===== src/rtl/calendar_pkg.sv =====
// Shared calendar constants and the leap-year rule used by the date counter
// and its month-length lookup.
package calendar_pkg;

    localparam logic [3:0] JAN = 4'd1;
    localparam logic [3:0] FEB = 4'd2;
    localparam logic [3:0] MAR = 4'd3;
    localparam logic [3:0] APR = 4'd4;
    localparam logic [3:0] MAY = 4'd5;
    localparam logic [3:0] JUN = 4'd6;
    localparam logic [3:0] JUL = 4'd7;
    localparam logic [3:0] AUG = 4'd8;
    localparam logic [3:0] SEP = 4'd9;
    localparam logic [3:0] OCT = 4'd10;
    localparam logic [3:0] NOV = 4'd11;
    localparam logic [3:0] DEC = 4'd12;

    localparam logic [4:0] LEN_31     = 5'd31;
    localparam logic [4:0] LEN_30     = 5'd30;
    localparam logic [4:0] FEB_NORMAL = 5'd28;
    localparam logic [4:0] FEB_LEAP   = 5'd29;

    localparam logic [2:0] SUN = 3'd0;
    localparam logic [2:0] MON = 3'd1;
    localparam logic [2:0] TUE = 3'd2;
    localparam logic [2:0] WED = 3'd3;
    localparam logic [2:0] THU = 3'd4;
    localparam logic [2:0] FRI = 3'd5;
    localparam logic [2:0] SAT = 3'd6;

    // Year is taken as a 32-bit unsigned value so the %100 / %400 tests stay
    // exact for every year a YEAR_W <= 32 register can hold.
    function automatic logic is_leap(input logic [31:0] year, input logic gregorian);
        logic div4;
        div4 = (year[1:0] == 2'b00);
        if (!gregorian)
            return div4;
        return ((year % 32'd400) == 32'd0) || (div4 && ((year % 32'd100) != 32'd0));
    endfunction

endpackage


===== src/rtl/month_length_lut.sv =====
// Combinational month length for a (month, year) pair; 0 for an out-of-range month.
module month_length_lut
    import calendar_pkg::*;
#(
    parameter int YEAR_W    = 16,
    parameter bit GREGORIAN = 1'b1
) (
    input  logic [3:0]        month,
    input  logic [YEAR_W-1:0] year,
    output logic [4:0]        length
);

    logic leap;

    always_comb begin
        leap   = is_leap(32'(year), GREGORIAN);
        length = 5'd0;
        case (month)
            JAN, MAR, MAY, JUL, AUG, OCT, DEC: length = LEN_31;
            APR, JUN, SEP, NOV:                length = LEN_30;
            FEB:                               length = leap ? FEB_LEAP : FEB_NORMAL;
            default:                           length = 5'd0;
        endcase
    end

endmodule


===== src/rtl/calendar_date_counter.sv =====
// Day/month/year/weekday counter advanced by midnight ticks, with validated
// date loads and registered rollover pulses.
module calendar_date_counter
    import calendar_pkg::*;
#(
    parameter int YEAR_W     = 16,
    parameter int YEAR_MIN   = 2000,
    parameter int YEAR_MAX   = 2199,
    parameter int RESET_YEAR = 2000,
    parameter int RESET_WDAY = 6,
    parameter bit GREGORIAN  = 1'b1
) (
    input  logic              clk,
    input  logic              rst_n,
    input  logic              day_tick,
    input  logic              load,
    input  logic [4:0]        load_day,
    input  logic [3:0]        load_month,
    input  logic [YEAR_W-1:0] load_year,
    input  logic [2:0]        load_wday,
    output logic [4:0]        num_day,
    output logic [3:0]        num_month,
    output logic [YEAR_W-1:0] num_year,
    output logic [2:0]        num_wday,
    output logic [4:0]        max_day,
    output logic              load_ack,
    output logic              load_err,
    output logic              new_month,
    output logic              new_year,
    output logic              year_wrap
);

    localparam logic [YEAR_W-1:0] Y_MIN   = YEAR_W'(YEAR_MIN);
    localparam logic [YEAR_W-1:0] Y_MAX   = YEAR_W'(YEAR_MAX);
    localparam logic [YEAR_W-1:0] Y_RESET = YEAR_W'(RESET_YEAR);
    localparam logic [2:0]        W_RESET = 3'(RESET_WDAY);

    logic [4:0] load_len;
    logic       load_valid;

    month_length_lut #(.YEAR_W(YEAR_W), .GREGORIAN(GREGORIAN)) u_cur_len (
        .month  (num_month),
        .year   (num_year),
        .length (max_day)
    );

    month_length_lut #(.YEAR_W(YEAR_W), .GREGORIAN(GREGORIAN)) u_load_len (
        .month  (load_month),
        .year   (load_year),
        .length (load_len)
    );

    always_comb begin
        load_valid = (load_month >= JAN) && (load_month <= DEC)
                  && (load_year >= Y_MIN) && (load_year <= Y_MAX)
                  && (load_wday <= SAT)
                  && (load_day != 5'd0) && (load_day <= load_len);
    end

    // NOTE: sequential state uses non-blocking (<=) so every register samples
    // the pre-edge values; blocking here would chain updates within one edge.
    always_ff @(posedge clk or negedge rst_n) begin
        if (!rst_n) begin
            num_day   <= 5'd1;
            num_month <= JAN;
            num_year  <= Y_RESET;
            num_wday  <= W_RESET;
            load_ack  <= 1'b0;
            load_err  <= 1'b0;
            new_month <= 1'b0;
            new_year  <= 1'b0;
            year_wrap <= 1'b0;
        end else begin
            load_ack  <= 1'b0;
            load_err  <= 1'b0;
            new_month <= 1'b0;
            new_year  <= 1'b0;
            year_wrap <= 1'b0;
            // A load, accepted or not, swallows a coincident tick.
            if (load) begin
                if (load_valid) begin
                    num_day   <= load_day;
                    num_month <= load_month;
                    num_year  <= load_year;
                    num_wday  <= load_wday;
                    load_ack  <= 1'b1;
                end else begin
                    load_err  <= 1'b1;
                end
            end else if (day_tick) begin
                num_wday <= (num_wday == SAT) ? SUN : num_wday + 3'd1;
                if (num_day < max_day) begin
                    num_day <= num_day + 5'd1;
                end else begin
                    num_day   <= 5'd1;
                    new_month <= 1'b1;
                    if (num_month == DEC) begin
                        num_month <= JAN;
                        new_year  <= 1'b1;
                        if (num_year == Y_MAX) begin
                            num_year  <= Y_MIN;
                            year_wrap <= 1'b1;
                        end else begin
                            num_year <= num_year + YEAR_W'(1);
                        end
                    end else begin
                        num_month <= num_month + 4'd1;
                    end
                end
            end
        end
    end

endmodule


===== config.mk =====
export PLATFORM = sky130hd
export DESIGN_NAME = calendar_date_counter
export DESIGN_NICKNAME = d
export VERILOG_FILES = /design/src/rtl/calendar_pkg.sv /design/src/rtl/month_length_lut.sv /design/src/rtl/calendar_date_counter.sv
export SDC_FILE = /design/constraint.sdc
export NUM_CORES = 1
export LEC_CHECK = 0
export ABC_AREA = 1
export CAP_MARGIN = 20
export CORE_MARGIN = 10
export CORE_UTILIZATION = 60
export CTS_BUF_LIST = sky130_fd_sc_hd__clkbuf_2 sky130_fd_sc_hd__clkbuf_4 sky130_fd_sc_hd__clkbuf_8
export DETAILED_ROUTE_END_ITERATION = 8
export GPL_TIMING_DRIVEN = 0
export PLACE_DENSITY = 0.84
export SYNTH_ARGS = -nofsm -noshare
export SYNTH_HDL_FRONTEND = slang
export SYNTH_SLANG_ARGS = --single-unit

===== constraint.sdc =====
create_clock -name clk -period 22.5 [get_ports clk]
set_input_delay 4.5 -clock clk [delete_from_list [all_inputs] [get_ports clk]]
set_output_delay 4.5 -clock clk [all_outputs]
set_load 0.02 [all_outputs]

# Word level (Yosys, flattened, before mapping)
# Index checks and enable logic that the tools add are counted.
# W data, S select, Z words.
dict set report classes {
  div_mod_pow 4
  addsub 4
  n_eq_ne 28
  n_reduce_logical 26
  multipliers 0
  n_bitwise 0
  shifts 0
  n_mux 39
  magnitude_cmp 7
}
# cell count
set ops {}
lappend ops {{$mux W16} 6}
lappend ops {{$logic_not A32 Y1} 2}
lappend ops {{$mod A16 B7 Y32 const B} 2}
lappend ops {{$mod A16 B9 Y32 const B} 2}
lappend ops {{$reduce_bool A32 Y1} 2}
lappend ops {{$eq A4 B4 Y1 const B} 10}
lappend ops {{$eq A4 B3 Y1 const B} 8}
lappend ops {{$pmux W5 S3} 2}
lappend ops {{$mux W4} 5}
lappend ops {{$mux W5} 4}
lappend ops {{$mux W1} 18}
lappend ops {{$add A16 B1 Y16 const B} 1}
lappend ops {{$eq A16 B12 Y1 const B} 1}
lappend ops {{$eq A4 B2 Y1 const B} 4}
lappend ops {{$ge A16 B11 Y1 const B} 1}
lappend ops {{$le A16 B12 Y1 const B} 1}
lappend ops {{$reduce_or A7 Y1} 2}
lappend ops {{$mux W3} 4}
lappend ops {{$eq A4 B1 Y1 const B} 2}
lappend ops {{$logic_and A1 B1 Y1} 8}
lappend ops {{$reduce_or A4 Y1} 2}
lappend ops {{$add A5 B1 Y5 const B} 1}
lappend ops {{$le A5 B5 Y1} 1}
lappend ops {{$lt A5 B5 Y1} 1}
lappend ops {{15 further kinds} 18}
dict set report totals {
  output_inout_bits 38
  memories 0
  romBits 0
  ramBits 0
  in_bits 32
  latch_bits 0
  wordCells 117
  register_bits 33
}

# Longest topological paths before layout
# Gate-level depths: netlist of run 1.
dict set report logic_depth {
  ltp_word 10
  depth_mapped 77
  ltp_nobuf 76
}

# Hierarchy
# Synthesis of run 1 repeated with hierarchy kept, for this count alone.
dict set report hier_totals {
  hier_cells 1143
  hier_area_um2 6800.3
}
# module seq_area_each_um2 cells_each area_each_um2 instances
set modules_own_cells {}
lappend modules_own_cells {month_length_lut 0.0 378 2129.5 2}
lappend modules_own_cells {calendar_date_counter 838.3 387 2541.2 1}

# Least setup slack after synthesis of run 1
# Ideal clock, no wire load.
dict set report synth_path {
  path_type {input to register}
  from {input port load_year[13]}
  to {register num_year[11]}
  n_path_buf 1
  cell_stages 66
  required_time_ps 22434
  setup_ps 66
  setup_slack_ps 9891
  arrival_ps 12543
  path_cell_list {nor2_1 -> a21oi_1 -> ha_1 -> o21ai_0 -> nand3_1 -> nor2_2 -> nor2_2 -> inv_1 -> nand2_1 -> nor2_1 -> nand2_1 -> nand2_1 -> nand4_2 -> nor2_1 -> nor2_4 -> nand2_1 -> nor2_2 -> nor2_4 -> (+30 left out) -> nand2_1 -> a21oi_1 -> nand2_1 -> nand2_1 -> nand2_1 -> nand2_1 -> nand2_1 -> ha_1 -> inv_1 -> o21ai_0 -> nor4b_1 -> nand2_1 -> nand2_1 -> inv_1 -> nor2_1 -> dlygate4sd3_1 -> nand3_1 -> nand2_1}
}
dict set report synth_via {
  elab_chain_len 10
  word_cells_on_any_way 18
  cone_classes {2 x div; 3 x order compare; 1 x eq/ne; 2 x mux; 10 x reduce/logical}
}
# element line
set synth_lines {}
lappend synth_lines {{start: declaration} calendar_date_counter.sv:19} ;# input logic [YEAR_W-1:0] load_year,
lappend synth_lines {{$mod A16 B7 Y32} calendar_pkg.sv:38} ;# return ((year % 32'd400) == 32'd0) || (div4 && ((year % 32'd100) != 32'd0));
lappend synth_lines {{$reduce_bool A32 Y1} calendar_pkg.sv:38}
lappend synth_lines {{$logic_and A1 B1 Y1} calendar_pkg.sv:38}
lappend synth_lines {{$logic_or A1 B1 Y1} calendar_pkg.sv:38}
lappend synth_lines {{$mux W1} month_length_lut.sv:21} ;# FEB: length = leap ? FEB_LEAP : FEB_NORMAL;
lappend synth_lines {{$pmux W5 S3} month_length_lut.sv:18} ;# case (month)
lappend synth_lines {{$le A5 B5 Y1} calendar_date_counter.sv:57} ;# && (load_day != 5'd0) && (load_day <= load_len);
lappend synth_lines {{$logic_and A1 B1 Y1 *} calendar_date_counter.sv:57}
lappend synth_lines {{$ne A2 B1 Y1 (no line) *} --}
lappend synth_lines {{$reduce_and A4 Y1 (no line) *} --}
lappend synth_lines {{end signal: assignment} calendar_date_counter.sv:84} ;# num_year <= load_year;
lappend synth_lines {{end signal: assignment} calendar_date_counter.sv:104} ;# num_year <= num_year + YEAR_W'(1);
lappend synth_lines {{end: declaration} calendar_date_counter.sv:23} ;# output logic [YEAR_W-1:0] num_year,
# Mark *: on every way between the ends. The rest lies on a longest branch, timed or not.
# A chain may end at the register's enable or synchronous reset.

# Worst setup path after layout of run 1
dict set report layout_path {
  from {input port load_year[12]}
  to {register num_year[8]}
}
# The elaborated chain is that of the path after synthesis.

==> out/qor.log, run 1 <==
INFO  clock_tree     cts_buffer_depth=2
INFO  drt            wl=17.5mm
INFO  yosys          synth.avg_cell_area=5.96um2
INFO  timing         finalHoldViolations=0
INFO  global_route   grt_start_max_net_pins=34
INFO  clock_tree     cts_buffers=5
INFO  clock_tree     h_tree_levels=2
INFO  place          dp.final_hpwl=14.3mm
INFO  yosys          yosys_register_bits=33
INFO  drt            drc_errors=0
INFO  timing         final.min_clock_period=14.55ns
INFO  place          preCtsSetupSlack=7.73ns
INFO  drt            dr.first_iter.drc_count=601
INFO  critical_path  path_buf_inv=6
INFO  global_route   grt_pass1_vias=6757
INFO  critical_path  critical_path.max_stage_delay=0.88ns
INFO  finish         fraction_of_the_core_area_covered_by_cells_at_the_end_of_the_flow=70.3%
INFO  finish         fillCellCount=1019
INFO  clock_tree     cts.repair.resized=0
INFO  clock_tree     cts_root_buffer=sky130_fd_sc_hd__clkbuf_8
INFO  timing         post-route-worst-setup-slack=7.95ns
INFO  timing         rsz0062_at_grt=no
INFO  yosys          synth_edf_count=0
INFO  global_route   gr-usage-all-layers=21.5%
INFO  critical_path  endpoint_kind=flip-flop
INFO  floorplanning  std_cell_rows=38
INFO  timing         max_freq=0.0687GHz
INFO  yosys          ys_top_cells_by_count=sky130_fd_sc_hd__nand2_1 (320), sky130_fd_sc_hd__inv_1 (127), sky130_fd_sc_hd__nand3_1 (126), sky130_fd_sc_hd__nor2_1 (93), sky130_fd_sc_hd__nand4_1 (60)
INFO  drt            drt-pass1-iter-count=6
INFO  timing         worst-slew-pin-transition=1.01ns
INFO  finish         nNetsFinal=1250
INFO  finish         area_growth=14.1%
INFO  clock_tree     cts.sink_count=33
INFO  critical_path  worstSetupPathType=in2reg
INFO  drt            wl_met2=8.48mm
INFO  timing         count_of_pins_over_their_slew_limit=0
INFO  floorplanning  die-height=126um
INFO  outcome        outcome=finished, final reports clean
INFO  drt            drt-met1-wl=7.94mm
INFO  clock_tree     worst_skew_pair.late_latency=0.29ns
INFO  finish         drive_above_1_share=15.9%
INFO  critical_path  crit_top_cell=sky130_fd_sc_hd__nand2_1
INFO  clock_tree     post-cts-setup-buffer-count=0
INFO  critical_path  cp.arrival=14.78ns
INFO  critical_path  worst-endpoint-required=22.73ns
INFO  yosys          netlist-cell-type-count=55
INFO  yosys          synth_area_leader_cell=sky130_fd_sc_hd__nand2_1
INFO  finish         n_antenna_cell=0
INFO  finish         finish.cell_count_without_fillers=1341
INFO  yosys          ys_async_sr_fraction=100%
INFO  floorplanning  placeableCoreArea=10900um2
INFO  floorplanning  initial_utilization=61.6%
INFO  floorplanning  die-area=15800um2
INFO  clock_tree     holdBufCountCts=0
INFO  global_route   first_pass_grt_wire_length=30.4mm
INFO  timing         timing.max_slew.rel_slack=32.5%
INFO  global_route   sum_of_overflow_across_all_layers_after_global_routing=0
INFO  floorplanning  floorplan.io_pins=70
INFO  timing         fin_crit_sh=64.6%
INFO  drt            wl_per_cell=13.1um
INFO  timing         setup-violations-final=0
INFO  yosys          synth_warnings=0
INFO  clock_tree     tritoncts=done
INFO  critical_path  path_delay_family=simple AND/OR/NAND/NOR gates
INFO  place          placed_insts=1333
INFO  timing         totalNegativeSetupSlack=0ns
INFO  floorplanning  die_w=126um
INFO  yosys          synth_top_area_share=17.9%
INFO  place          final_wtd_congestion=0.900
INFO  drt            routed.top_layer=met4
INFO  global_route   antenna_found_initial=0
INFO  drt            dr_wl_met3=865um
INFO  yosys          synth.yosys.seq_area_share=12.5%
INFO  yosys          syn-num-nets=1175
INFO  yosys          synth_most_common_cell=sky130_fd_sc_hd__nand2_1
INFO  run            max_cap_violations=0
INFO  yosys          synthesis.area=6700um2
INFO  drt            post_route_ant_nets=0
INFO  clock_tree     clk_transition_reported_paths=0.07ns
INFO  critical_path  timing.critical_path.fanout_max=10
INFO  yosys          synth_area_leaders=sky130_fd_sc_hd__nand2_1 (18%), sky130_fd_sc_hd__nand3_1 (9.4%), sky130_fd_sc_hd__dfrtp_1 (8.6%)
INFO  yosys          postSynth.topFlopCell=sky130_fd_sc_hd__dfrtp_1
INFO  yosys          post_synth_inst_count=1125
INFO  critical_path  kind_of_launch_point_of_the_worst_setup_path=input pin
INFO  drt            route.detailed.vias_per_inst=5.50
INFO  place          io_buf_count=68
INFO  critical_path  cp_slowest_cell=sky130_fd_sc_hd__dlygate4sd3_1
INFO  drt            vias=7370
INFO  min_path       min_path_type=reg2reg
INFO  timing         skew=0.00543ns
==> cell families after synthesis <==
group	synth area share, %
buffers and inverters	11.7
XOR/XNOR	5.10
AND/OR/NAND/NOR	57.2
adder cells (fa/ha/maj)	3.36
flip-flops	12.5
AO/OA/AOI/OAI	10.1
==> final timing paths <==
kind                                endpoint  cells after the start  slack (ns)           from
worst max-delay path             num_year[8]                     70        7.95  load_year[12]
worst min-delay path             num_year[4]                      2        0.49    num_year[4]
worst max register to register  num_year[14]                     57       15.01   num_year[14]
worst min register to register   num_year[4]                      2        0.49    num_year[4]
max in group asynchronous        num_year[0]                      1       17.73          rst_n
min in group asynchronous         num_day[4]                      1        4.28          rst_n
==> registers in the layout (all words and copies together) (netlist names) <==
signal	count
num_day	5
new_month	1
num_month	4
num_year	16
num_wday	3
year_wrap	1
load_err	1
new_year	1
load_ack	1
==> final cells by class <==
class | instances | area, um2 | share of cell area [%]
flip-flops and latches | 33 | 838 | 11.0
multi-input cells | 916 | 5080 | 66.4
repair buffers | 68 | 676 | 8.83
inverters | 154 | 584 | 7.64
clock buffers | 8 | 97.6 | 1.28
well taps | 140 | 175 | 2.29
plain buffers | 22 | 201 | 2.63
==> per-layer routing <==
| metal | vias up | track usage, % |
|---|---|---|
| met5 | - | 0 |
| met2 | 174 | 37.3 |
| met1 | 3316 | 27.5 |
| li1 | 3862 | - |
| met3 | 18 | 2.64 |
| met4 | 0 | 5.15 |
==> worst register-to-register path: cells and delay by family (launching register included) <==
family | cells | cell delay [ns]
compound gates | 5 | 0.87
buf+inv | 3 | 0.50
flops | 1 | 0.54
fa+ha+maj | 1 | 0.24
simple gates | 48 | 5.24
==> per-stage QoR <==
| stage | instance area [um2] | hold WS [ns] |
|---|---|---|
| global placement | 7560 | 0.481 |
| global route | 7650 | 0.515 |
| floorplan | 6700 | 0.514 |
| CTS | 7650 | 0.492 |
| detailed placement | 7550 | 0.481 |
| finish | 7650 | 0.488 |
==> placed cells by master, fill, tap and decap left out, types with 4 or more instances in the layout <==
| cell type | Yosys | routed |
|---|---|---|
| sky130_fd_sc_hd__buf_6 | 10 | 10 |
| sky130_fd_sc_hd__nand2_2 | 53 | 53 |
| sky130_fd_sc_hd__nor2_1 | 93 | 93 |
| sky130_fd_sc_hd__a21oi_1 | 25 | 25 |
| sky130_fd_sc_hd__xnor2_1 | 8 | 8 |
| sky130_fd_sc_hd__nor2_4 | 7 | 7 |
| sky130_fd_sc_hd__clkinv_1 | 8 | 8 |
| sky130_fd_sc_hd__nand3_1 | 126 | 126 |
| sky130_fd_sc_hd__o21ai_0 | 41 | 41 |
| sky130_fd_sc_hd__o21ai_1 | 10 | 10 |
| sky130_fd_sc_hd__ha_1 | 18 | 18 |
| sky130_fd_sc_hd__o22ai_1 | 7 | 7 |
| sky130_fd_sc_hd__o21ai_2 | 4 | 4 |
| sky130_fd_sc_hd__xor2_1 | 31 | 31 |
| sky130_fd_sc_hd__nor4_1 | 6 | 6 |
| sky130_fd_sc_hd__nor3_1 | 11 | 11 |
| sky130_fd_sc_hd__clkdlybuf4s50_1 | 0 | 67 |
| sky130_fd_sc_hd__nand3_4 | 4 | 4 |
| sky130_fd_sc_hd__clkbuf_8 | 0 | 6 |
| sky130_fd_sc_hd__nand2_4 | 20 | 20 |
| sky130_fd_sc_hd__nand4_1 | 60 | 60 |
| sky130_fd_sc_hd__dfrtp_1 | 23 | 23 |
| sky130_fd_sc_hd__a22oi_1 | 5 | 5 |
| sky130_fd_sc_hd__buf_4 | 7 | 7 |
| sky130_fd_sc_hd__nand4_2 | 5 | 5 |
| sky130_fd_sc_hd__inv_1 | 127 | 127 |
| sky130_fd_sc_hd__nand2_1 | 320 | 320 |
| sky130_fd_sc_hd__nand3_2 | 17 | 17 |
| sky130_fd_sc_hd__nor2_2 | 10 | 10 |
| sky130_fd_sc_hd__dfstp_2 | 10 | 10 |
| sky130_fd_sc_hd__inv_2 | 16 | 16 |
Power of run 1 is not shown: default switching activity piles up to over one toggle a cycle in this logic, so the estimate is an artifact.
==> run 2: changes to the inputs <==
==> constraint.sdc (replaced) <==
create_clock -name clk -period 15.2 [get_ports clk]
set_input_delay 3.04 -clock clk [delete_from_list [all_inputs] [get_ports clk]]
set_output_delay 3.04 -clock clk [all_outputs]
set_load 0.02 [all_outputs]
==> results of run 2 <==
Same layout as run 1 (identical final DEF). Status: finished, final reports clean.
Main changes from that run: setup slack after placement 7.73 ns -> 1.89 ns; setup slack after layout 7.95 ns -> 2.11 ns; register-to-register setup slack 15.01 ns -> 7.71 ns
Power of run 2 is left out for the same reason.
